==> src/rtl/imem_loader_pkg.sv <==
// imem_loader_pkg: loader FSM states and stream framing constants.
package imem_loader_pkg;

    typedef enum logic [2:0] {
        S_HDR0,
        S_HDR1,
        S_DATA,
        S_CHK,
        S_RUN,
        S_ERR
    } state_t;

    localparam int HDR_BYTES = 2;
    localparam int CHK_BYTES = 1;
    localparam int LEN_W     = 8 * HDR_BYTES;
    localparam int CHK_W     = 8 * CHK_BYTES;

endpackage

==> src/rtl/byte_packer.sv <==
// byte_packer: shifts bytes LSB-first into a little-endian word.
// o_word already includes the current byte, so it is valid in the same cycle as o_word_valid.
module byte_packer #(
    parameter int W = 32
) (
    input  logic         clk,
    input  logic         reset,
    input  logic         i_clr,
    input  logic         i_en,
    input  logic [7:0]   i_byte,
    output logic [W-1:0] o_word,
    output logic         o_word_valid
);
    localparam int NB = W / 8;
    localparam int CW = $clog2(NB);

    logic [CW-1:0] r_cnt;
    logic [W-1:0]  r_sh;

    always_ff @(posedge clk or negedge reset) begin
        if (!reset) begin
            r_cnt <= '0;
            r_sh  <= '0;
        end else if (i_clr) begin
            r_cnt <= '0;
            r_sh  <= '0;
        end else if (i_en) begin
            r_cnt <= r_cnt + CW'(1);
            r_sh  <= o_word;
        end
    end

    assign o_word       = {i_byte, r_sh[W-1:8]};
    assign o_word_valid = i_en && (r_cnt == CW'(NB - 1));

endmodule

==> src/rtl/imem_loader.sv <==
// imem_loader: boot loader writing a checksummed byte stream into instruction memory,
// holding the datapath in reset until the image is verified.
module imem_loader
    import imem_loader_pkg::*;
#(
    parameter int PC_W      = 9,
    parameter int INS_W     = 32,
    parameter int MAX_WORDS = 2 ** (PC_W - 2)
) (
    input  logic             clk,
    input  logic             reset,
    input  logic             rx_valid,
    input  logic [7:0]       rx_data,
    output logic             rx_ready,
    input  logic             reload,
    output logic             im_we,
    output logic [PC_W-1:0]  im_addr,
    output logic [INS_W-1:0] im_wdata,
    output logic             core_reset,
    output logic             done,
    output logic             err
);
    localparam int IDX_W = PC_W - 2;

    state_t             r_state, w_next;
    logic [7:0]         r_len_lo;
    logic [LEN_W-1:0]   r_len;
    logic [IDX_W-1:0]   r_word_idx;
    logic [CHK_W-1:0]   r_xor;
    logic               r_we;
    logic [PC_W-1:0]    r_addr;
    logic [INS_W-1:0]   r_wdata;
    logic               w_accept, w_reload, w_too_long, w_last, w_word_valid;
    logic [LEN_W-1:0]   w_len;
    logic [INS_W-1:0]   w_word;

    assign w_accept   = rx_valid && rx_ready;
    assign w_reload   = reload && (r_state == S_RUN || r_state == S_ERR);
    assign w_len      = {rx_data, r_len_lo};
    assign w_too_long = {1'b0, w_len} > (LEN_W + 1)'(MAX_WORDS);
    assign w_last     = LEN_W'(r_word_idx) == r_len - LEN_W'(1);

    byte_packer #(.W(INS_W)) u_packer (
        .clk          (clk),
        .reset        (reset),
        .i_clr        (w_reload),
        .i_en         (w_accept && r_state == S_DATA),
        .i_byte       (rx_data),
        .o_word       (w_word),
        .o_word_valid (w_word_valid)
    );

    always_ff @(posedge clk or negedge reset) begin
        if (!reset) r_state <= S_HDR0;
        else        r_state <= w_next;
    end

    always_comb begin
        w_next = r_state;
        case (r_state)
            S_HDR0:       if (w_accept) w_next = S_HDR1;
            S_HDR1:       if (w_accept) w_next = w_too_long ? S_ERR : (w_len == '0 ? S_CHK : S_DATA);
            S_DATA:       if (w_word_valid && w_last) w_next = S_CHK;
            S_CHK:        if (w_accept) w_next = (rx_data == r_xor) ? S_RUN : S_ERR;
            S_RUN, S_ERR: if (reload) w_next = S_HDR0;
            default:      w_next = S_HDR0;
        endcase
    end

    always_comb begin
        rx_ready   = r_state inside {S_HDR0, S_HDR1, S_DATA, S_CHK};
        core_reset = r_state != S_RUN;
        done       = r_state == S_RUN;
        err        = r_state == S_ERR;
    end

    // Datapath registers: header capture, payload XOR, word index and the memory write port.
    always_ff @(posedge clk or negedge reset) begin
        if (!reset) begin
            r_len_lo   <= '0;
            r_len      <= '0;
            r_word_idx <= '0;
            r_xor      <= '0;
            r_we       <= 1'b0;
            r_addr     <= '0;
            r_wdata    <= '0;
        end else begin
            r_we <= w_word_valid;
            if (w_word_valid) begin
                r_addr     <= {r_word_idx, 2'b00};
                r_wdata    <= w_word;
                r_word_idx <= r_word_idx + IDX_W'(1);
            end
            if (w_accept && r_state == S_HDR0) r_len_lo <= rx_data;
            if (w_accept && r_state == S_HDR1) r_len <= w_len;
            if (w_accept && r_state == S_DATA) r_xor <= r_xor ^ rx_data;
            if (w_reload) begin
                r_word_idx <= '0;
                r_xor      <= '0;
            end
        end
    end

    assign im_we    = r_we;
    assign im_addr  = r_addr;
    assign im_wdata = r_wdata;

endmodule

==> config.mk <==
export PLATFORM = sky130hd
export DESIGN_NAME = imem_loader
export DESIGN_NICKNAME = d
export VERILOG_FILES = /design/src/rtl/imem_loader_pkg.sv /design/src/rtl/byte_packer.sv /design/src/rtl/imem_loader.sv
export SDC_FILE = /design/constraint.sdc
export NUM_CORES = 1
export LEC_CHECK = 0
export ABC_AREA = 1
export BUFFER_PORTS_ARGS = -buffer_cell sky130_fd_sc_hd__buf_2
export CORE_MARGIN = 3
export CORE_UTILIZATION = 40
export CTS_CLUSTER_DIAMETER = 150
export DETAILED_ROUTE_END_ITERATION = 7
export SLEW_MARGIN = 20
export SYNTH_ARGS = -nofsm -noshare
export SYNTH_HDL_FRONTEND = slang
export SYNTH_SLANG_ARGS = --single-unit
==> constraint.sdc <==
create_clock -name clk -period 1.5 [get_ports clk]
set_clock_uncertainty 0.05 [all_clocks]
set_input_delay 0.15 -clock clk [delete_from_list [all_inputs] [get_ports clk]]
set_output_delay 0.15 -clock clk [all_outputs]
set_load 0.03 [all_outputs]
==> flow_summary.yaml <==
logic_synthesis:
  synth.top_cell.area_share_pct: 56.32
  syn-instance-count: 564
  yosysWarnings: 0
  ys_seq_area_share_pct: 56.32
  ys_types: 28
  synth_area_sq_mm: 0.004798
  synth_flop_cell: "dfrtp_1"
  yosysTopAreaCell: "dfrtp_1"
  synth_edf_count: 0
  synth.top_cells.by_area: "dfrtp_1 (56%), nand2_1 (11%), o21ai_0 (7.6%), inv_1 (6.3%), o22ai_1 (3.1%)"
  synth_commonest_cells: "nand2_1 (147), dfrtp_1 (108), inv_1 (80), o21ai_0 (73), nor2_1 (34)"
  async_flop_share_pct: 100.0
  synth_seq_cells: 108
  yosysMostFrequentCell: "nand2_1"
  synth.avg_cell_area_sq_um: 8.508
clock_tree:
  cts_tree: "yes"
  path_clk_slew_ns: 0.07
  cts_num_sinks: 108
  htree_num_levels: 3
  numCtsBuffers: 9
  root_buffer: "clkbuf_16"
  clkLatencyLatePin_ns: 0.36
  clock_path_buffers: 2
place:
  place_area_sq_mm: 0.005535
  routabilityCongestion: 0.9444
  dp_hpwl_um: 8154
  numPortBuffers: 55
  dpl_worst_slack_ns: -0.2429
pwr:
  swShare_pct: 35.07
  powerDensity_mw_per_mm2: 1397
  power_leakage_nw: 3.251
  clkPwrFrac_pct: 26.7
  power.switching_w: 0.003156
  power_frac_seq_pct: 39.5
  vdd_drop_max_v: 0.0007833
  comb_power_share_pct: 33.8
  p_int_w: 0.005844
detailed_routing:
  dr.first_iter.drc_count: 238
  vias_per_cell: 5.023
  totalWireLength_um: 12610
  wl_per_cell_um: 15.47
  route.detailed.drc: 0
  drt-pass1-iter-count: 5
  ant_nets: 0
  route.vias.total: 4094
layout:
  drive_gt1_share_pct: 26.49
  nets: 683
  fin_area_sq_mm: 0.006444
  synthToLayoutAreaGrowth_pct: 34.29
  num_antenna_cells: 0
grt:
  grt_pass1_vias: 4093
  overflow: 0
  antenna_found_initial: 0
  grt_pass1_wl_um: 20140
  grt_max_degree: 40
  grt_usage_pct: 19.48
setup_path:
  cp-end-kind: "register"
  path_class: "reg -> reg"
  rr_startpoint: "r_len[1]$_DFFE_PN0P_"
  worstPathCellList: "inv_2 -> ha_4 -> nand2_1 -> o21ai_1 -> nand2_1 -> nand2_1 -> nand2_1 -> nor2_1 -> nand3_1 -> nand2_1 -> nand3_1 -> nand2_1"
  crit_path_max_incr_delay_ns: 0.41
  critical_path_buf_inv_count: 1
  crit_cells: 12
  cp_data_arrival_time_ns: 1.90
  crit_fanout: 4
  reg2reg_depth: 12
  rrSetupSlack_ns: -0.16
  crit_top_cell: "nand2_1"
  crit_start: "r_len[1]$_DFFE_PN0P_"
  cp-start-kind: "register"
  cp_top_family: "simple AND/OR/NAND/NOR gates"
  rr_endpoint: "r_state[2]$_DFFE_PN0P_"
  required_ns: 1.75
  cp_slowest_cell: "dfrtp_1"
  critPathCapture: "r_state[2]$_DFFE_PN0P_"
die:
  io_pins: 58
  fp.dieW_um: 115.5
  floorplan.initialDensity_pct: 41.49
  dieArea_sq_mm: 0.01335
  row_count: 39
  die-height_um: 115.5
  core_area_sq_mm: 0.01156
outcome:
  violations: "negative setup slack"
  status: "finished, violations left"
timing:
  finalHoldWorstSlack_ns: 0.09034
  post-route-period-util_pct: 110.5
  hold_viol: 0
  setup_viol: 51
  max_freq_ghz: 0.6034
  final_max_slew_viol_count: 0
  rsz0062_at_grt: "true"
  period_minus_slack_ns: 1.657
  fin_ws_ns: -0.1574
hold_path:
  worstHoldStart: "rx_data[5]"
  hold_path.class: "in -> reg"
job:
  max_cap_violations: 0
==> cell families after synthesis <==
family	share of synthesized area, %
AO/OA/AOI/OAI	12.52
XOR/XNOR	2.008
adder cells (fa/ha/maj)	0.7824
buffers and inverters	8.344
flip-flops	56.32
other	0.07815
AND/OR/NAND/NOR	19.95
==> sequential cells by signal, indices dropped and copies added, names as in the netlist, 3 cells and up <==
register and flops:
r_len_lo 8, im_addr 7, r_word_idx 7, u_packer.r_sh 24, r_state 3, im_wdata 32
r_len 16, r_xor 8
==> layout by cell type, fill, tap and decap left out, types with 2 or more instances in the layout <==
cell	count
clkinvlp_4	2
nor3_1	3
nand2_2	7
dlygate4sd3_1	2
dfrtp_1	108
a21oi_1	12
buf_12	7
buf_16	5
o21ai_0	18
buf_4	31
nand3_1	25
ha_1	2
inv_2	8
o21ai_2	6
nor2_1	25
xor2_1	6
clkbuf_16	14
o22ai_1	21
nor4_1	4
nand2_4	3
nor2_4	7
inv_1	70
nand2_1	137
conb_1	2
buf_2	50
nand4_1	3
o22ai_2	3
nor2_2	6
nand3_4	2
o21ai_1	50
buf_6	13
xnor2_1	5
==> power groups by stage <==
stage | Combinational (W) | Clock, W | Sequential (W)
floorplan | 0.00159 | 0 | 0.00352
global placement | 0.00235 | 0 | 0.00356
detailed placement | 0.00243 | 0 | 0.00358
CTS | 0.00262 | 0.00245 | 0.00354
global route | 0.00340 | 0.00259 | 0.00360
finish | 0.00304 | 0.00240 | 0.00355
==> final cells by class <==
cell class                      instances  area (sq um)
Clock inverter                          6         71.32
Sequential cell                       108          2703
Multi-Input combinational cell        354          1876
Timing Repair Buffer                  114          1067
Fill cell                             991          5121
Inverter                               81         322.8
Clock buffer                            9         225.2
Tap cell                              143         178.9
==> worst min path at each step <==
stage | endpoint | slack (ns) | cells after the start
floorplan | im_addr[2]$_DFFE_PN0P_ | -0.20 | 0
global placement | im_addr[6]$_DFFE_PN0P_ | 0.02 | 1
detailed placement | im_addr[6]$_DFFE_PN0P_ | 0.02 | 1
CTS | r_xor[5]$_DFFE_PN0P_ | 0.08 | 4
global route | r_xor[5]$_DFFE_PN0P_ | 0.11 | 4
finish | r_xor[5]$_DFFE_PN0P_ | 0.09 | 4
==> per-stage QoR <==
stage | setup TNS (ns) | total power, W | std cells | utilization [%]
3_3_place_gp | -1.469 | 0.005915 | 778 | 47.86
3_5_place_dp | -2.707 | 0.006005 | 778 | 47.86
2_1_floorplan | -0.007816 | 0.005108 | 565 | -
6_report | -4.412 | 0.009000 | 815 | 55.72
4_1_cts | -0.5534 | 0.008614 | 804 | 52.98
5_1_grt | -9.639 | 0.009594 | 815 | 55.72
==> worst reg2reg max path, cell delays in order, from the launching register on <==
cell and delay, ns:
dfrtp_1 0.41, inv_2 0.08, ha_4 0.16, nand2_1 0.12, o21ai_1 0.18, nand2_1 0.06, nand2_1 0.06, nand2_1 0.05
nor2_1 0.11, nand3_1 0.10, nand2_1 0.10, nand3_1 0.07, nand2_1 0.06
==> layer usage <==
layer / up-vias / GRT usage, % / wire [um]
li1: 2013 / - / -
met1: 1985 / 24.99 / 5576
met2: 86 / 32.21 / 6425
met3: 10 / 5.796 / 502
met4: 0 / 5.477 / 105
met5: - / 0 / 0
==> timing repair <==
| action | 4_1_cts | 5_1_grt |
|---|---|---|
| hold buffers | 2 | 0 |
| setup endpoints to repair | 67 | 99 |
| resized for setup | 74 | 61 |
| cloned | 5 | 6 |
| endpoints found under the hold margin | 81 | 0 |
| buffers inserted | 4 | 7 |
| pin swaps | 9 | 3 |
No activity file was read; power rests on OpenSTA's default activity.
